### src/rtl/io_pkg.sv
// Shared types and constants for the switch input port.
package io_pkg;

   typedef enum logic {
      IDLE = 1'b0,
      HELD = 1'b1
   } state_e;

   localparam int unsigned DB_CYCLES_DEFAULT = 50000;

endpackage

### src/rtl/debounce_bit.sv
// One switch bit: two-flop synchronizer followed by a stability-window debouncer.
module debounce_bit
   import io_pkg::*;
#(
   parameter int unsigned DB_CYCLES = DB_CYCLES_DEFAULT
) (
   input  logic clk,
   input  logic reset,
   input  logic sw,
   output logic db
);

   localparam int unsigned CW = $clog2(DB_CYCLES + 1);
   localparam logic [CW-1:0] CNT_LAST = CW'(DB_CYCLES - 1);

   logic [1:0]    sync_q, sync_d;
   logic          db_q, db_d;
   logic [CW-1:0] cnt_q, cnt_d;

   // Count consecutive cycles of disagreement; accept the new level on the last one.
   always_comb begin
      sync_d = {sync_q[0], sw};
      db_d   = db_q;
      cnt_d  = '0;
      if (sync_q[1] != db_q) begin
         if (cnt_q >= CNT_LAST) begin
            db_d  = sync_q[1];
            cnt_d = '0;
         end else begin
            cnt_d = cnt_q + CW'(1);
         end
      end
   end

   always_ff @(posedge clk) begin
      if (reset) begin
         sync_q <= '0;
         db_q   <= 1'b0;
         cnt_q  <= '0;
      end else begin
         sync_q <= sync_d;
         db_q   <= db_d;
         cnt_q  <= cnt_d;
      end
   end

   assign db = db_q;

endmodule

### src/rtl/switch_in_port.sv
// Debounced board-switch input port: captures the data byte when the handshake switch rises.
module switch_in_port
   import io_pkg::*;
#(
   parameter int unsigned n         = 8,
   parameter int unsigned DB_CYCLES = DB_CYCLES_DEFAULT
) (
   input  logic       clk,
   input  logic       reset,
   input  logic [n:0] sw,
   output logic [n:0] data_in,
   output logic       strobe
);

   logic [n:0] db;
   state_e     state_q, state_d;
   logic [n:0] data_in_q, data_in_d;
   logic       strobe_q, strobe_d;

   for (genvar i = 0; i < n + 1; i++) begin : g_db
      debounce_bit #(
         .DB_CYCLES(DB_CYCLES)
      ) u_db (
         .clk  (clk),
         .reset(reset),
         .sw   (sw[i]),
         .db   (db[i])
      );
   end

   always_ff @(posedge clk) begin
      if (reset) begin
         state_q <= IDLE;
      end else begin
         state_q <= state_d;
      end
   end

   always_comb begin
      state_d = state_q;
      if (state_q == IDLE) begin
         if (db[n]) state_d = HELD;
      end else begin
         if (!db[n]) state_d = IDLE;
      end
   end

   // Capture uses the registered db, so a data bit settling on the capture edge is seen at its old value.
   always_comb begin
      data_in_d = data_in_q;
      strobe_d  = 1'b0;
      if (state_q == IDLE && state_d == HELD) begin
         data_in_d = {1'b1, db[n-1:0]};
         strobe_d  = 1'b1;
      end else if (state_q == HELD && state_d == IDLE) begin
         data_in_d[n] = 1'b0;
      end
   end

   always_ff @(posedge clk) begin
      if (reset) begin
         data_in_q <= '0;
         strobe_q  <= 1'b0;
      end else begin
         data_in_q <= data_in_d;
         strobe_q  <= strobe_d;
      end
   end

   assign data_in = data_in_q;
   assign strobe  = strobe_q;

endmodule

### config.mk
export PLATFORM = sky130hd
export DESIGN_NAME = switch_in_port
export DESIGN_NICKNAME = d
export VERILOG_FILES = /design/src/rtl/io_pkg.sv /design/src/rtl/debounce_bit.sv /design/src/rtl/switch_in_port.sv
export SDC_FILE = /design/constraint.sdc
export NUM_CORES = 1
export LEC_CHECK = 0
export BUFFER_PORTS_ARGS = -buffer_cell sky130_fd_sc_hd__buf_2
export CORE_MARGIN = 5
export CORE_UTILIZATION = 60
export CTS_CLUSTER_SIZE = 10
export DETAILED_ROUTE_END_ITERATION = 8
export PLACE_DENSITY = 0.88
export SETUP_SLACK_MARGIN = 0.1
export SKIP_LAST_GASP = 1
export SLEW_MARGIN = 25
export SYNTH_ARGS = -nofsm -noshare
export SYNTH_HDL_FRONTEND = slang
export SYNTH_SLANG_ARGS = --single-unit
### constraint.sdc
create_clock -name clk -period 2.3 [get_ports clk]
set_input_delay 0.115 -clock clk [delete_from_list [all_inputs] [get_ports clk]]
set_output_delay 0.115 -clock clk [all_outputs]
set_load 0.03 [all_outputs]
==> results of run 1 <==
-- per-stage QoR --
stage,power [mW],utilization (%),worst slack (ns)
2_1_floorplan,3.314,-,0.5470
3_3_place_gp,3.332,62.85,0.3217
3_5_place_dp,3.335,62.85,0.1456
4_1_cts,6.448,68.70,0.1572
5_1_grt,6.606,68.83,0.2431
6_report,6.392,68.83,0.4311
-- flip-flops by register name, summed over array words and instances, names as in the netlist --
register          cells
data_in               9
g_db.u_db.cnt_q     144
g_db.u_db.db          9
g_db.u_db.sync_q     18
state_q               1
strobe                1
-- layer usage --
metal | share of wire (%) | GRT usage (%) | up-vias | wire [microns]
li1 | - | - | 3051 | -
met4 | 1.0 | 7.266 | 0 | 144
met1 | 45 | 24.16 | 2781 | 6373
met2 | 49 | 33.69 | 88 | 6936
met3 | 4.2 | 5.086 | 17 | 587
met5 | 0 | 0 | - | 0
-- synthesized netlist by cell type --
cell	number	area share, %
nor2_2	1	0.081
a31o_2	1	0.11
a41oi_1	2	0.23
a2111oi_2	3	0.58
a2111oi_0	1	0.11
nand2_1	37	1.8
or3_1	7	0.56
mux2_2	1	0.15
o31a_1	1	0.11
nand3_1	43	2.8
nor2b_1	30	2.4
nor3_1	36	2.3
nor3b_1	1	0.097
xnor2_1	95	11
mux2i_1	9	1.2
clkbuf_1	9	0.44
xor2_1	25	2.8
nor4_1	35	2.8
buf_1	1	0.048
a31oi_1	5	0.40
a2111oi_1	4	0.52
a211o_1	1	0.11
ha_1	10	1.6
and2_1	1	0.081
inv_1	39	1.9
buf_6	10	1.5
a21oi_1	9	0.58
nand4_1	33	2.7
clkbuf_2	2	0.13
o41ai_1	8	0.90
and3_1	11	0.89
buf_2	8	0.52
or2_2	3	0.24
o21ai_0	13	0.84
nand3_2	2	0.26
dfxtp_1	182	47
buf_8	1	0.19
nor4_4	1	0.27
and4_1	2	0.23
or4_1	11	1.1
nor2_1	183	8.9
-- kinds of logic (layout without fill, tap and decap cells) --
| family | Yosys count | in the layout | synth area share (%) |
|---|---|---|---|
| buffers and inverters | 70 | 114 | 4.660 |
| and+or+nand+nor | 437 | 437 | 27.42 |
| DFF | 182 | 182 | 46.96 |
| xor gates and xnor gates | 120 | 120 | 13.55 |
| adders and majority gates | 10 | 10 | 1.613 |
| muxes | 10 | 10 | 1.306 |
| AOI/OAI and AO/OA | 48 | 48 | 4.499 |
-- worst paths after layout --
check	from	endpoint	slack [ns]	cells past startpoint
worst min-delay path	reset	g_db[4].u_db.sync_q[0]	0.22	2
worst max-delay path	g_db[2].u_db.cnt_q[0]	g_db[2].u_db.cnt_q[3]	0.43	5
worst min register to register	g_db[0].u_db.sync_q[0]	g_db[0].u_db.sync_q[1]	0.44	1
worst max register to register	g_db[2].u_db.cnt_q[0]	g_db[2].u_db.cnt_q[3]	0.43	5
-- worst max-delay path: stages, from the launching register on --
cell and delay (ns):
dfxtp_1 0.35, ha_1 0.20, nand3_1 0.13, a2111oi_2 0.44, or4_1 0.49, nor2_1 0.12
-- area by class of cell --
type | count | share of cell area, %
clock inverters | 11 | 1.951
clock buffers | 21 | 5.509
repair buffers | 43 | 3.386
multi-input cells | 625 | 43.23
well taps | 172 | 2.468
inverters | 39 | 1.679
flip-flops and latches | 182 | 41.78
-- cell usage in the layout (no fill, tap or decap), drive strengths merged, types with 11 or more instances in the layout --
cell type	count
xor2	25
nand3	45
buf	34
or4	11
nand4	33
nand2	37
xnor2	95
o21ai	13
clkbuf	21
nor2	184
inv	40
nor4	36
nor2b	30
nor3	36
dfxtp	182
and3	11
-- timing repair --
| action | in CTS | in global routing |
|---|---|---|
| endpoints found under the hold margin | 9 | 0 |
| setup endpoints to repair | 0 | 62 |
| resized for setup | 0 | 5 |
| hold buffers | 9 | 0 |
| setup buffers | 0 | 0 |
-- where the power goes --
part	internal, mW	leakage, nW	switching (mW)
registers	3.17	1.47	0.0114
logic	0.0440	0.858	0.0515
clock network	1.94	0.323	1.18
==> results.json, run 1 <==
{
  "start_kind": "flip-flop",
  "maxCapViolCount": 0,
  "viasPerCell": 5.432,
  "grtUsageTotal_pct": 19.80,
  "dp_hpwl_microns": 9183,
  "vdd_drop_max_uv": 585.9,
  "wire_per_inst_microns": 12.85,
  "syn_area_per_cell_sq_um": 8.847,
  "grt_pass1_vias": 5672,
  "syn_nets": 898,
  "max_freq_mhz": 535.1,
  "ys_seq_elements": 182,
  "antenna_found_initial": 0,
  "p_per_area_nw_per_um2": 733.0,
  "nFillCells": 928,
  "cts_root_buffer": "clkbuf_16",
  "path_clk_slew_ns": 0.06,
  "cts-buffers-inserted": 17,
  "hold_class": "input port to flip-flop",
  "insertion_delay_ns": 0.42,
  "critPathMaxFanout": 16,
  "rsz0062_at_grt": "no",
  "fin_nets": 929,
  "post-route-period-util_pct": 81.26,
  "drt-total-wl_microns": 14040,
  "die_y_microns": 123.7,
  "htree_levels": 4,
  "cp.required_ns": 2.59,
  "start_util_pct": 61.23,
  "drt_iter0_drc": 426,
  "grt_max_degree": 36,
  "crit_path_end_kind": "flip-flop",
  "period_needed_ns": 1.869,
  "diodes": 0,
  "grt_pass1_wl_microns": 24700,
  "final-seq-area_sq_um": 3643,
  "core_sq_um": 12670,
  "slew_headroom_pct": 47.32,
  "layout.cells.non_filler": 1093,
  "cts_tree": "done",
  "placed_area_sq_um": 7964,
  "gp_congestion": 0.8255,
  "die_width_microns": 123.7,
  "ys_types": 41,
  "port_buffers": 20,
  "status": "finished clean",
  "stdcell_area_sq_um": 8721,
  "via_count": 5937,
  "firstDrtPassIters": 4,
  "drive_above_1_share_pct": 8.903,
  "ys_seq_area_share_pct": 46.96,
  "syn_area_sq_um": 7759,
  "hold_violations": 0,
  "dp_cells": 1052,
  "worstMarginPinSlew_ns": 0.7902,
  "multiInputGateArea_sq_um": 3770,
  "synthesis.instances": 877,
  "power.leakage_nw": 2.651,
  "cts_buffer_depth": 2,
  "clock_sinks": 182,
  "maxSlewViolCount": 0,
  "drc_errors": 0,
  "overflow": 0,
  "crit_type": "flip-flop to flip-flop",
  "ioPinCount": 21,
  "die_area_sq_um": 15310,
  "rows": 41,
  "syn_to_final_growth_pct": 12.40,
  "finalSetupViolations": 0,
  "ant_nets": 0,
  "critPathArrivalTime_ns": 2.16,
  "hold_slack_ns": 0.2151,
  "fin_skew_ns": 0.006731,
  "setup_tns_ns": 0,
  "ys.warnings.count": 0
}
Power figures use the tool's default switching activity.
==> run 2: changes to the inputs <==
==> constraint.sdc (replaced) <==
create_clock -name clk -period 2 [get_ports clk]
set_input_delay 0.1 -clock clk [delete_from_list [all_inputs] [get_ports clk]]
set_output_delay 0.1 -clock clk [all_outputs]
set_load 0.03 [all_outputs]
==> results.json, run 2 (synthesis gave the netlist of run 1 again) <==
{
  "critPathArrivalTime_ns": 2.16,
  "worstMarginPinSlew_ns": 0.5614,
  "largest_reg_flops": 144,
  "fin_nets": 940,
  "setup_tns_ns": 0,
  "max_freq_mhz": 559.3,
  "clock_sinks": 182,
  "syn_to_final_growth_pct": 12.76,
  "die_y_microns": 123.7,
  "maxSlewViolCount": 0,
  "drc_errors": 0,
  "most-common-layout-cells": "183 x nor2_1, 181 x dfxtp_1, 95 x xnor2_1, 43 x nand3_1, 39 x inv_1",
  "grtUsageTotal_pct": 19.62,
  "finalSetupViolations": 0,
  "insertion_delay_ns": 0.43,
  "start_util_pct": 61.23,
  "dp_hpwl_microns": 9291,
  "drt-total-wl_microns": 13870,
  "post-route-period-util_pct": 89.40,
  "vdd_drop_max_uv": 727.8,
  "start_kind": "flip-flop",
  "regMostFlops": "g_db.u_db.cnt_q",
  "maxCapViolCount": 0,
  "wire_per_inst_microns": 12.57,
  "path_clk_slew_ns": 0.07,
  "diodes": 0,
  "status": "finished clean",
  "via_count": 5984,
  "power.leakage_nw": 2.661,
  "rsz0062_at_grt": "no",
  "ioPinCount": 21,
  "cts-buffers-inserted": 17,
  "drive_above_1_share_pct": 10.19,
  "port_buffers": 20,
  "cp.required_ns": 2.37,
  "postLayoutCoreUtil_pct": 69.04,
  "dp_cells": 1063,
  "critPathMaxFanout": 7,
  "cts_root_buffer": "clkbuf_16",
  "hold_violations": 0,
  "cts_buffer_depth": 2,
  "firstDrtPassIters": 5,
  "viasPerCell": 5.420,
  "hold_class": "input port to flip-flop",
  "slew_headroom_pct": 62.58,
  "p_per_area_nw_per_um2": 786.3,
  "layout_commonest_cell": "nor2_1",
  "drt_iter0_drc": 405,
  "antenna_found_initial": 0,
  "hold_slack_ns": 0.1504,
  "fin_skew_ns": 0.01031,
  "cts_tree": "done",
  "grt_max_degree": 31,
  "crit_path_end_kind": "flip-flop",
  "grt_pass1_wl_microns": 24510,
  "core_sq_um": 12670,
  "die_area_sq_um": 15310,
  "period_needed_ns": 1.788,
  "nFillCells": 964,
  "grt_pass1_vias": 5630,
  "overflow": 0,
  "rows": 41,
  "reg_top3": "g_db.u_db.cnt_q (144), g_db.u_db.sync_q (18)",
  "ant_nets": 0,
  "gp_congestion": 0.8508,
  "layout.cells.non_filler": 1104,
  "htree_levels": 4,
  "crit_type": "flip-flop to flip-flop",
  "die_width_microns": 123.7
}
-- run 2: routing by layer --
metal	share of wire, %	track usage, %	vias to the layer above
li1	-	-	3074
met1	46	24.75	2774
met2	48	32.14	107
met3	3.6	4.995	29
met4	1.6	7.889	0
met5	0	0	-
-- run 2: layout make-up --
| type | count | area, sq um | area share, % |
|---|---|---|---|
| Clock buffer | 18 | 439.2 | 5.020 |
| Sequential cell | 182 | 3645 | 41.66 |
| Multi-Input combinational cell | 625 | 3779 | 43.19 |
| Timing Repair Buffer | 54 | 402.9 | 4.605 |
| Tap cell | 172 | 215.2 | 2.460 |
| Clock inverter | 14 | 121.4 | 1.387 |
| Inverter | 39 | 146.4 | 1.673 |
-- run 2: worst paths after layout --
| kind | endpoint | start | cells after the start | slack (ns) |
|---|---|---|---|---|
| hold reg to reg | g_db[8].u_db.sync_q[1] | g_db[8].u_db.sync_q[0] | 1 | 0.44 |
| hold / removal | g_db[3].u_db.sync_q[0] | reset | 2 | 0.15 |
| setup / recovery | g_db[7].u_db.cnt_q[4] | g_db[7].u_db.cnt_q[0] | 6 | 0.21 |
| setup reg to reg | g_db[7].u_db.cnt_q[4] | g_db[7].u_db.cnt_q[0] | 6 | 0.21 |
-- run 2: power breakdown --
group | switching [mW] | internal (mW) | total, mW | leakage, nW
clock | 1.45 | 1.66 | 3.10 | 0.274
sequential | 0.0131 | 3.65 | 3.66 | 1.47
combinational | 0.0609 | 0.0564 | 0.117 | 0.917
-- run 2: through the flow --
step           power (mW)  cell area [sq um]  setup WS [ns]
3_5_place_dp        3.845               8071         0.1359
4_1_cts             6.945               8727         0.1154
3_3_place_gp        3.840               8071         0.2218
6_report            6.879               8748         0.2121
5_1_grt             7.134               8748         0.1074
2_1_floorplan       3.812               7759         0.2470
-- run 2: critical path, cell delays in order, from the launching register on --
cell       delay (ns)
dfxtp_1          0.34
ha_1             0.23
nand3_1          0.14
a2111oi_2        0.10
or4_1            0.60
buf_4            0.22
nor2_1           0.10
-- run 2: timing repair --
item | CTS | global route
hold buffers | 9 | 0
gates cloned | 0 | 0
gates resized for setup | 1 | 6
hold endpoints to repair | 9 | 0
buffers inserted | 0 | 0
setup endpoints to repair | 1 | 65
